===== config.mk =====
export PLATFORM = sky130hd
export DESIGN_NAME = score_segment_decoder
export DESIGN_NICKNAME = d
export VERILOG_FILES = /design/src/rtl/score_seg_pkg.sv /design/src/rtl/score_seg_lookup.sv /design/src/rtl/score_segment_decoder.sv
export SDC_FILE = /design/constraint.sdc
export NUM_CORES = 1
export LEC_CHECK = 0
export ABC_AREA = 1
export CORE_MARGIN = 4
export CORE_UTILIZATION = 50
export CTS_CLUSTER_SIZE = 10
export DETAILED_ROUTE_END_ITERATION = 12
export PLACE_DENSITY = 0.76
export SYNTH_ARGS = -nofsm -noshare
export SYNTH_HDL_FRONTEND = slang
export SYNTH_SLANG_ARGS = --single-unit

===== constraint.sdc =====
create_clock -name clk -period 3.1 [get_ports clk]
set_input_delay 0.31 -clock clk [delete_from_list [all_inputs] [get_ports clk]]
set_output_delay 0.31 -clock clk [all_outputs]
set_load 0.05 [all_outputs]

===== src/rtl/score_seg_pkg.sv =====
// Shared seven-segment score definitions for the score display encoder and decoder.
// Patterns are {g,f,e,d,c,b,a}, active-low.
package score_seg_pkg;

  typedef logic [3:0] score_code_t;
  typedef logic [6:0] seg_pat_t;

  localparam seg_pat_t SEG_BLANK = 7'b1111111;

  localparam seg_pat_t SEG_0  = 7'b0001000;
  localparam seg_pat_t SEG_1  = 7'b0010000;
  localparam seg_pat_t SEG_2  = 7'b0000000;
  localparam seg_pat_t SEG_3  = 7'b1011000;
  localparam seg_pat_t SEG_4  = 7'b0000010;
  localparam seg_pat_t SEG_5  = 7'b0010010;
  localparam seg_pat_t SEG_6  = 7'b0011001;
  localparam seg_pat_t SEG_7  = 7'b0110000;
  localparam seg_pat_t SEG_8  = 7'b0100100;
  localparam seg_pat_t SEG_9  = 7'b1111001;
  localparam seg_pat_t SEG_10 = 7'b1000000;
  localparam seg_pat_t SEG_11 = 7'b0000011;
  localparam seg_pat_t SEG_12 = 7'b1000110;
  localparam seg_pat_t SEG_13 = 7'b0100001;
  localparam seg_pat_t SEG_14 = 7'b0000110;
  localparam seg_pat_t SEG_15 = 7'b0001110;

  // Forward mapping used by the encoder side.
  function automatic seg_pat_t seg_encode(input score_code_t c);
    seg_pat_t p;
    case (c)
      4'd0:    p = SEG_0;
      4'd1:    p = SEG_1;
      4'd2:    p = SEG_2;
      4'd3:    p = SEG_3;
      4'd4:    p = SEG_4;
      4'd5:    p = SEG_5;
      4'd6:    p = SEG_6;
      4'd7:    p = SEG_7;
      4'd8:    p = SEG_8;
      4'd9:    p = SEG_9;
      4'd10:   p = SEG_10;
      4'd11:   p = SEG_11;
      4'd12:   p = SEG_12;
      4'd13:   p = SEG_13;
      4'd14:   p = SEG_14;
      default: p = SEG_15;
    endcase
    return p;
  endfunction

endpackage


===== src/rtl/score_seg_lookup.sv =====
// Combinational reverse lookup: segment pattern to score code plus a hit flag.
module score_seg_lookup
  import score_seg_pkg::*;
(
  input  seg_pat_t    pat_i,
  output logic        hit_o,
  output score_code_t code_o
);

  always_comb begin
    hit_o  = 1'b1;
    code_o = 4'd0;
    case (pat_i)
      SEG_0:   code_o = 4'd0;
      SEG_1:   code_o = 4'd1;
      SEG_2:   code_o = 4'd2;
      SEG_3:   code_o = 4'd3;
      SEG_4:   code_o = 4'd4;
      SEG_5:   code_o = 4'd5;
      SEG_6:   code_o = 4'd6;
      SEG_7:   code_o = 4'd7;
      SEG_8:   code_o = 4'd8;
      SEG_9:   code_o = 4'd9;
      SEG_10:  code_o = 4'd10;
      SEG_11:  code_o = 4'd11;
      SEG_12:  code_o = 4'd12;
      SEG_13:  code_o = 4'd13;
      SEG_14:  code_o = 4'd14;
      SEG_15:  code_o = 4'd15;
      default: hit_o  = 1'b0;
    endcase
  end

endmodule


===== src/rtl/score_segment_decoder.sv =====
// Debounces the multiplexed segment bus and decodes each stable digit into a per-digit slot.
// Define SCORE_DEC_BLANK_EN to treat an all-off pattern as blank instead of a decode error.
module score_segment_decoder
  import score_seg_pkg::*;
#(
  parameter int DIGITS        = 4,
  parameter int STABLE_CYCLES = 4,
  parameter int IDX_W         = (DIGITS > 1) ? $clog2(DIGITS) : 1
) (
  input  logic                  clk,
  input  logic                  rst,
  input  logic [6:0]            seg_n,
  input  logic [DIGITS-1:0]     dig_sel,
  input  logic                  err_clr,
  output logic [4*DIGITS-1:0]   code,
  output logic [DIGITS-1:0]     code_valid,
  output logic [DIGITS-1:0]     err,
  output logic                  upd,
  output logic [IDX_W-1:0]      upd_idx
);

  localparam logic [3:0] CNT_MAX = 4'(STABLE_CYCLES);
  localparam logic [3:0] CNT_CAP = 4'(STABLE_CYCLES - 1);
`ifdef SCORE_DEC_BLANK_EN
  localparam bit BLANK_EN = 1'b1;
`else
  localparam bit BLANK_EN = 1'b0;
`endif

  seg_pat_t          seg_q;
  logic [DIGITS-1:0] sel_q;
  logic [3:0]        cnt_q, cnt_d;
  logic              upd_q;
  logic [IDX_W-1:0]  upd_idx_q, cap_idx;
  logic              same, stable, capture, is_blank;
  logic              lk_hit;
  score_code_t       lk_code;

  assign same     = (seg_n == seg_q) && (dig_sel == sel_q);
  assign stable   = same && $onehot(dig_sel);
  assign capture  = stable && (cnt_q == CNT_CAP);
  assign is_blank = (seg_q == SEG_BLANK);

  // Saturating at STABLE_CYCLES keeps a held pattern from capturing twice.
  always_comb begin
    cnt_d = 4'd0;
    if (stable) cnt_d = (cnt_q >= CNT_MAX) ? CNT_MAX : cnt_q + 4'd1;
  end

  always_comb begin
    cap_idx = '0;
    for (int i = 0; i < DIGITS; i++)
      if (dig_sel[i]) cap_idx = IDX_W'(i);
  end

  // seg_q equals seg_n whenever capture is high, so decode from the register.
  score_seg_lookup u_lookup (
    .pat_i  (seg_q),
    .hit_o  (lk_hit),
    .code_o (lk_code)
  );

  always_ff @(posedge clk) begin
    if (rst) begin
      seg_q     <= SEG_BLANK;
      sel_q     <= '0;
      cnt_q     <= 4'd0;
      upd_q     <= 1'b0;
      upd_idx_q <= '0;
    end else begin
      seg_q <= seg_n;
      sel_q <= dig_sel;
      cnt_q <= cnt_d;
      upd_q <= capture;
      if (capture) upd_idx_q <= cap_idx;
    end
  end

  for (genvar d = 0; d < DIGITS; d++) begin : g_slot
    score_code_t code_r;
    logic        vld_r, err_r;
    logic        cap_here, hit_cap, blank_cap, miss_cap;

    assign cap_here  = capture && dig_sel[d];
    assign hit_cap   = cap_here && lk_hit;
    assign blank_cap = cap_here && !lk_hit && is_blank && BLANK_EN;
    assign miss_cap  = cap_here && !lk_hit && !(is_blank && BLANK_EN);

    always_ff @(posedge clk) begin
      if (rst) begin
        code_r <= 4'd0;
        vld_r  <= 1'b0;
        err_r  <= 1'b0;
      end else begin
        if (hit_cap) begin
          code_r <= lk_code;
          vld_r  <= 1'b1;
        end else if (blank_cap) begin
          vld_r  <= 1'b0;
        end
        // A miss landing with err_clr keeps the flag set.
        if (miss_cap)     err_r <= 1'b1;
        else if (err_clr) err_r <= 1'b0;
      end
    end

    assign code[4*d +: 4] = code_r;
    assign code_valid[d]  = vld_r;
    assign err[d]         = err_r;
  end

  assign upd     = upd_q;
  assign upd_idx = upd_idx_q;

endmodule


Word-level counts from Yosys, hierarchy flattened
Cells that the tools add are included.
- add/subtract/negate cells: 4
- magnitude comparators: 1
- equal/unequal tests: 19
- multiplexer cells: 11
- bitwise logic cells: 1
- reduce and logical (&&, ||, !) cells: 24
- operators with widths (cell ; count):
    $pmux 4 s15 ; 1
    $eq 7x7->1 const B ; 4
    $eq 7x5->1 const B ; 3
    $eq 7x6->1 const B ; 3
    $reduce_or 16->1 ; 1
    $logic_and 1x1->1 ; 15
    $eq 7x2->1 const B ; 2
    $eq 7x4->1 const B ; 2
    $reduce_bool 2->1 ; 4
    $eq 7x3->1 const B ; 1
    $eq 7x7->1 ; 1
    $logic_not 7->1 ; 1
    $mux 1 ; 7
    $add 1x1->2 ; 2
    $add 4x1->4 const B ; 1
    $eq 4x2->1 const B ; 1
    $eq 4x4->1 ; 1
    $ge 4x3->1 const B ; 1
    $mux 2 ; 2
    $add 2x2->3 ; 1
    $eq 3x1->1 const B ; 1
    $mux 3 ; 1
    $reduce_or 3->1 ; 1
    $reduce_or 2->1 ; 1
    2 further kinds ; 2
- bits in registers: 42
- input port bits: 14
- output and inout port bits: 27
- word-level logic and storage cells: 78

Logic depth before layout (Yosys ltp)
Gate-level depths: netlist of the first run.
- word-level depth: 8
- gate-level depth with buffers: 15

Modules after synthesis
A second synthesis of the first run with hierarchy kept.
- cell total of the unflattened synthesis: 356
- area, all modules: 2327.2 µm²
- by module, submodules not included (module ; instances ; cells each ; area each (µm²) ; seq. area each (µm²)):
    score_segment_decoder ; 1 ; 265 ; 1923.1 ; 840.8
    score_seg_lookup ; 1 ; 91 ; 404.1 ; 0.0

Worst setup path after synthesis of the first run
OpenSTA, ideal clock, no wires.
- path kind: input port to flip-flop
- from: input dig_sel[0]
- to: register g_slot[2].code_r[0]
- data arrival time: 2.288 ns
- data required time: 2.986 ns
- path slack: 0.698 ns
- stages: 15
- path buffers: 0
- path through: inv_1 -> fa_1 -> inv_1 -> ha_1 -> ha_1 -> inv_1 -> nand3_1 -> nor2_1 -> nand2_1 -> nor2_8 -> nand3_2 -> nor2_1 -> nand3_1 -> nand2_1 -> nor2_1
- longest elaborated chain between the ends: 7
- RTL lines (item ; RTL line ; text):
    start: declaration ; score_segment_decoder.sv:13 ; input logic [DIGITS-1:0] dig_sel,
    $add 1x1->2 (not written as such) ; score_segment_decoder.sv:40 ; assign stable = same && $onehot(dig_sel);
    $add 2x2->3 (not written as such) ; score_segment_decoder.sv:40 ;
    $eq 3x1->1 ; score_segment_decoder.sv:40 ;
    $logic_and 1x1->1 (*) ; score_segment_decoder.sv:40 ;
    $logic_and 1x1->1 (*) ; score_segment_decoder.sv:41 ; assign capture = stable && (cnt_q == CNT_CAP);
    $logic_and 1x1->1 (*) ; score_segment_decoder.sv:84 ; assign cap_here = capture && dig_sel[d];
    $logic_and 1x1->1 (*) ; score_segment_decoder.sv:85 ; assign hit_cap = cap_here && lk_hit;
    end signal: assignment ; score_segment_decoder.sv:96 ; code_r <= lk_code;
    end: declaration ; score_segment_decoder.sv:80 ; score_code_t code_r;
Every way passes the cells marked *; elsewhere a longest branch is shown, timed or not.
A chain may end at the register's enable or synchronous reset.

Worst setup path in the final report of the first run
- from: input dig_sel[0]
- to: register g_slot[1].code_r[1]
- longest elaborated chain between the ends: 7
- RTL lines (item ; RTL line):
    $add 1x1->2 (not written as such) ; score_segment_decoder.sv:40
    $add 2x2->3 (not written as such) ; score_segment_decoder.sv:40
    $eq 3x1->1 ; score_segment_decoder.sv:40
    $logic_and 1x1->1 (*) ; score_segment_decoder.sv:40
    $logic_and 1x1->1 (*) ; score_segment_decoder.sv:41
    $logic_and 1x1->1 (*) ; score_segment_decoder.sv:84
    $logic_and 1x1->1 (*) ; score_segment_decoder.sv:85
    end signal: assignment ; score_segment_decoder.sv:96
    end: declaration ; score_segment_decoder.sv:80
Marked as above.

==> impl_metrics.tcl, run 1 <==
set metrics [dict create \
    status "complete, no violations" \
    clk_pin_slew_ns 0.08 \
    ys_seq_area_share_pct 34.9 \
    pwr-share-clk_pct 34.4 \
    fin_tns_setup_ns 0 \
    crit_path_start_kind "primary input" \
    finalInstanceArea_mm2 0.00291 \
    grt_antenna_before_repair 0 \
    syn_inst 370 \
    gp_congestion 0.879 \
    holdWs_ns 0.432 \
    core_area_mm2 0.00450 \
    required_ns 3.30 \
    syn_to_final_growth_pct 20.9 \
    grt_remaining_overflow 0 \
    yosysUniqueCellTypes 27 \
    cp_data_arrival_time_ns 2.95 \
    fill_cells 416 \
    wl_um 5300 \
    grtUsageTotal_pct 18.9 \
    hpwl_um 4280 \
    postCtsSetupBuffers 0 \
    drc 0 \
    vias 2264 \
    drtPass1Iterations 4 \
    comb_power_share_pct 11.5 \
    hold_viol 0 \
    swShare_pct 27.2 \
    fp.dieW_um 77.4 \
    ys_warn_count 0 \
    hold_path_class "register to register" \
    cellLeakagePower_nw 1.34 \
    drive_gt1_share_pct 13.9 \
    maxCapViolations 0 \
    slew-limit-headroom_pct 52.8 \
    cts_resized 0 \
    grt_pass1_vias 2066 \
    place_area_mm2 0.00282 \
    avgRoutedWirePerCell_um 11.5 \
    drtIter0Drc 156 \
    critPathKind "primary input to register" \
    ctsHoldBuffers 0 \
    skew_ns 0.00424 \
    io_buffer_count 40 \
    syn_area_per_cell_um2 6.50 \
    io_pins 41 \
    worstSkewPairLatency_ns 0.29 \
    cts_buffers 5 \
    grt_pass1_wl_um 9380 \
    switchingPower_uw 281 \
    seqPwrFrac_pct 54.1 \
    ant_nets 0 \
    initial_utilization_pct 53.4 \
    finalCritPeriodShare_pct 88.7 \
    p_per_area_mw_per_mm2 355 \
    grt_max_degree 25 \
    dieHeight_um 77.4 \
    worstMarginPinSlew_ns 0.707 \
    fin_crit_ns 2.75 \
    die-area_mm2 0.00599 \
    setup_viol 0 \
    vdd_ir_drop_max_mv 0.219 \
    cp_max_fo 6 \
    nets 427 \
    synth-seq-cells 42 \
    htree_levels 2 \
    cts_tree "done" \
    max_freq_ghz 0.364 \
    std_cell_rows 24 \
    antenna_cells 0 \
    clockBufferDepth 2 \
    syn-num-nets 388 \
    finalMaxSlewViolations 0 \
    cts_root_buffer "clkbuf_8" \
    end_kind "register" \
    vias_per_cell 4.90 \
    syn_area_mm2 0.00241 \
    cts_sinks 42 \
    p_int_uw 753 \
    rsz0062_at_grt "no" \
]
-- stage by stage --
stage / cells / setup slack [ns] / total power, mW / util (%)
3_3_place_gp: 454 / 0.0871 / 0.688 / 62.6
6_report: 462 / 0.349 / 1.03 / 64.6
5_1_grt: 462 / 0.0318 / 1.09 / 64.6
3_5_place_dp: 454 / 0.0350 / 0.690 / 62.6
4_1_cts: 462 / 0.351 / 1.05 / 64.6
2_1_floorplan: 370 / 0.698 / 0.648 / -
-- registers in the layout (all words and copies together), names as in the netlist --
| signal | cells |
|---|---|
| g_slot.code_r | 16 |
| cnt_q | 4 |
| g_slot.vld_r | 4 |
| upd_idx | 2 |
| g_slot.err_r | 4 |
| upd | 1 |
| sel_q | 4 |
| seg_q | 7 |
-- worst max-delay path, stage by stage --
cell	delay, ns
clkdlybuf4s50_1	0.48
inv_1	0.07
fa_1	0.53
inv_1	0.04
ha_1	0.17
ha_1	0.26
inv_1	0.05
nand3_1	0.07
nor2_1	0.11
nand2_1	0.13
nor2_8	0.15
nand3_2	0.13
nor2_1	0.20
nand3_1	0.10
nand2_1	0.08
nor2_1	0.05
-- per-layer routing --
metal	track usage (%)	vias to the layer above	routed length [um]
li1	-	1209	-
met1	25.4	994	2520
met2	31.4	57	2430
met3	3.47	4	307
met4	5.16	0	46
met5	0	-	0
-- final timing paths --
| check | slack (ns) | start | cells past startpoint | end |
|---|---|---|---|---|
| setup / recovery | 0.35 | dig_sel[0] | 16 | g_slot[1].code_r[1] |
| hold / removal | 0.43 | cnt_q[0] | 1 | cnt_q[0] |
| hold reg to reg | 0.43 | cnt_q[0] | 1 | cnt_q[0] |
| setup reg to reg | 1.09 | seg_q[6] | 9 | g_slot[3].code_r[0] |
-- cell families after synthesis --
family / share of synthesized area [%]
simple gates: 50.0
buf+inv: 10.5
flops: 34.9
compound gates: 1.72
fa+ha+maj: 2.39
xor+xnor: 0.364
other cells: 0.156
-- synthesized netlist by cell type (all sizes together) --
master / count / area, um2
inv: 41 / 154
fa: 1 / 20.0
xnor2: 1 / 8.76
or2: 1 / 6.26
o21ai: 3 / 15.0
a31oi: 1 / 6.26
conb: 1 / 3.75
nand2: 106 / 430
dfxtp: 42 / 841
nand4: 11 / 68.8
nand3: 27 / 150
clkbuf: 1 / 3.75
buf: 13 / 93.8
nor2: 109 / 522
a21oi: 4 / 20.0
ha: 3 / 37.5
nor3: 5 / 25.0
-- placed cells by master, fill, tap and decap left out, drive strengths merged --
| cell | count |
|---|---|
| clkbuf | 5 |
| clkdlybuf4s50 | 40 |
| ha | 3 |
| xnor2 | 1 |
| nand3 | 27 |
| conb | 1 |
| nand2 | 106 |
| clkinv | 2 |
| clkinvlp | 1 |
| or2 | 1 |
| nand4 | 11 |
| o21ai | 3 |
| a31oi | 1 |
| nor3 | 5 |
| a21oi | 4 |
| dfxtp | 42 |
| inv | 41 |
| fa | 1 |
| buf | 6 |
| nor2 | 109 |
-- cell type report --
type	count	area [um2]	share of cell area, %
multi-input combinational	273	1310	45.2
sequential	42	841	28.9
timing repair buffer	46	445	15.3
inverter	41	154	5.29
clock buffer	5	68.8	2.37
tap	52	65.1	2.24
clock inverter	3	21.3	0.731
-- power groups by stage --
stage | registers (mW) | clock network [mW] | logic, mW
2_1_floorplan | 0.567 | 0 | 0.0806
3_3_place_gp | 0.572 | 0 | 0.117
3_5_place_dp | 0.572 | 0 | 0.118
4_1_cts | 0.559 | 0.370 | 0.119
5_1_grt | 0.561 | 0.388 | 0.137
6_report | 0.559 | 0.356 | 0.119
Power figures use the tool's default switching activity.
==> inputs of run 2 (changes only) <==
- ABC_AREA: 1 -> default
- CORE_MARGIN: 4 -> 1.5
- PLACE_DENSITY: 0.76 -> 0.78
==> run 2 against run 1 <==
- sequential power grew 1%
- sequential share of layout area grew 3.5 points
- largest cell class unchanged
- via count shrank 22%
- register-to-register slack worse by 0.39 ns
- worst hold slack worse by 0.17 ns
- area after synthesis down 15%
- combinational power fell by 14%
- count of clock-buffer cells in the layout up 1
- first-iteration DRC count shrank 9.0%
- global-route usage up 3.0 points
- synthesized cell count is 37% lower
- highest routed layer unchanged
==> impl_metrics.tcl, run 2 <==
set metrics [dict create \
    yosys.area.top_type "dfxtp_1" \
    core_area_mm2 0.00397 \
    hold_viol 0 \
    finalCritPeriodShare_pct 94.7 \
    rrSetupSlack_ns 0.70 \
    vias_per_cell 5.42 \
    io_buffer_count 40 \
    setup_viol 0 \
    timing.rr.start "seg_q[3]" \
    vias 1767 \
    use_met3_pct 4.73 \
    hpwl_um 3240 \
    reg_top3 "g_slot.code_r: 16 flops, seg_q: 7 flops" \
    final_common_cell "dfxtp_1" \
    drtIter0Drc 142 \
    cp_max_fo 8 \
    largest-register "g_slot.code_r" \
    rr_worst_depth 6 \
    p_per_area_mw_per_mm2 389 \
    place_ws_ns -0.673 \
    antenna_cells 0 \
    drc 0 \
    finalMaxSlewViolations 0 \
    grt_pass1_wl_um 7450 \
    multi_input_area_mm2 0.00104 \
    io_pins 41 \
    grt_max_degree 29 \
    cts_tree "done" \
    skew_ns 0.00604 \
    die-area_mm2 0.00447 \
    syn_to_final_growth_pct 27.2 \
    max_freq_ghz 0.341 \
    ys_seq_area_share_pct 41.3 \
    end_kind "register" \
    ctsHoldBuffers 0 \
    syn_area_per_cell_um2 8.79 \
    avgRoutedWirePerCell_um 13.9 \
    ys_warn_count 0 \
    ff_latch_area_um2 841 \
    wl_um 4530 \
    use_met2_pct 35.1 \
    clockBufferDepth 2 \
    cellLeakagePower_nw 0.955 \
    hold_path_class "primary input to register" \
    crit_path_start_kind "primary input" \
    critPathKind "primary input to register" \
    drive_gt1_share_pct 16.3 \
    postSynth.asyncResetShare_pct 0 \
    grt_remaining_overflow 0 \
    fin_crit_ns 2.94 \
    largest_reg_flops 16 \
    synthTopCellsByArea "dfxtp_1 41%, nand3_1 4.4%, o21ai_0 4.2%" \
    grt_pass1_vias 1642 \
    yosysUniqueCellTypes 47 \
    cp_data_arrival_time_ns 3.15 \
    maxCapViolations 0 \
    synth_most_common_cell "dfxtp_1" \
    grtUsageTotal_pct 21.9 \
    std_cell_rows 23 \
    dominantRegCellSynth "dfxtp_1" \
    endpoint "g_slot[2].code_r[3]" \
    synth-seq-cells 42 \
    synth-edff-count 0 \
    drtPass1Iterations 4 \
    grt_use_met1_pct 29.0 \
    fp.dieW_um 66.8 \
    cts_buffers 5 \
    rsz0062_at_grt "no" \
    initial_utilization_pct 51.3 \
    gp_congestion 0.878 \
    place_area_mm2 0.00249 \
    vdd_ir_drop_max_mv 0.247 \
    syn_inst 232 \
    status "complete, no violations" \
    worstMarginPinSlew_ns 0.656 \
    cts_root_buffer "clkbuf_8" \
    synth_top_area_share_pct 41.3 \
    grt_antenna_before_repair 0 \
    finalInstanceArea_mm2 0.00259 \
    required_ns 3.32 \
    syn_area_mm2 0.00204 \
    worstSkewPairLatency_ns 0.29 \
    cts_sinks 42 \
    dieHeight_um 66.8 \
    worstReg2RegEnd "g_slot[2].code_r[3]" \
    crit_start "dig_sel[0]" \
    syn-num-nets 250 \
    slew-limit-headroom_pct 55.8 \
    htree_levels 2 \
    worst_slack_ns 0.164 \
    nets 293 \
    mostFrequentLayoutCells "42 x dfxtp_1, 37 x clkdlybuf4s50_1, 18 x nand3_1" \
    synthTopCellsByCount "42 x dfxtp_1, 18 x nand3_1, 17 x nor2_1, 17 x o21ai_0, 16 x inv_1" \
    fill_cells 336 \
    busiest_layer "met2" \
    clk_pin_slew_ns 0.08 \
    ant_nets 0 \
]
run 2: layer usage:
metal	share of wire [%]	vias up
li1	-	891
met2	49	35
met3	3.8	7
met1	46	834
met5	0	-
met4	1.6	0
run 2: worst min-delay path by stage:
stage / to / depth (start not counted) / slack, ns / from
3_3_place_gp: cnt_q[0] / 1 / 0.41 / cnt_q[0]
6_report: sel_q[1] / 3 / 0.26 / dig_sel[1]
3_5_place_dp: cnt_q[0] / 1 / 0.41 / cnt_q[0]
5_1_grt: sel_q[1] / 3 / 0.27 / dig_sel[1]
4_1_cts: sel_q[1] / 3 / 0.41 / dig_sel[1]
2_1_floorplan: cnt_q[0] / 1 / 0.40 / cnt_q[0]
run 2: cell families (layout without fill, tap and decap cells):
logic type | Yosys count | after routing | share of synthesized area (%)
buffers and inverters | 35 | 79 | 8.72
other | 1 | 1 | 0.184
AOI/OAI and AO/OA | 50 | 50 | 16.7
and+or+nand+nor | 88 | 88 | 25.2
adders and majority gates | 4 | 4 | 2.82
DFF | 42 | 42 | 41.3
xor gates and xnor gates | 12 | 12 | 5.16
run 2: power by group:
group / internal (mW) / switching, mW / total, mW
clock network: 0.159 / 0.184 / 0.343
logic: 0.0517 / 0.0499 / 0.102
registers: 0.547 / 0.0174 / 0.565
total: 0.758 / 0.251 / 1.01
run 2: cell type report:
type                       instances  area share (%)
multi-input combinational        155            40.3
sequential                        42            32.4
timing repair buffer              55            19.2
clock buffer                       6            2.80
tap                               50            2.41
inverter                          16            2.32
clock inverter                     2           0.531
run 2: metrics by stage:
step	total power, mW	setup TNS (ns)	hold slack, ns	instances	util, %
after floorplan	0.633	-0.141	0.398	232	-
after CTS	1.01	0	0.413	325	65.4
final	1.01	0	0.260	326	65.3
after detailed placement	0.672	-14.50	0.414	317	62.7
after global placement	0.672	-12.00	0.411	317	62.7
after global routing	1.05	0	0.269	326	65.3
run 2: critical path, cell delays in order:
cell,delay [ns]
clkbuf_2,0.10
inv_2,0.04
fa_1,0.52
inv_1,0.04
ha_1,0.17
ha_1,0.28
nor3b_2,0.20
or4b_4,0.49
nor4b_4,0.39
o311ai_1,0.16
buf_4,0.20
a221oi_2,0.25
run 2: timing repair:
action / in CTS / in global routing
setup buffers: 0 / 1
pin swaps: 6 / 5
setup endpoints to repair: 26 / 8
cloned: 0 / 0
resized for setup: 11 / 7
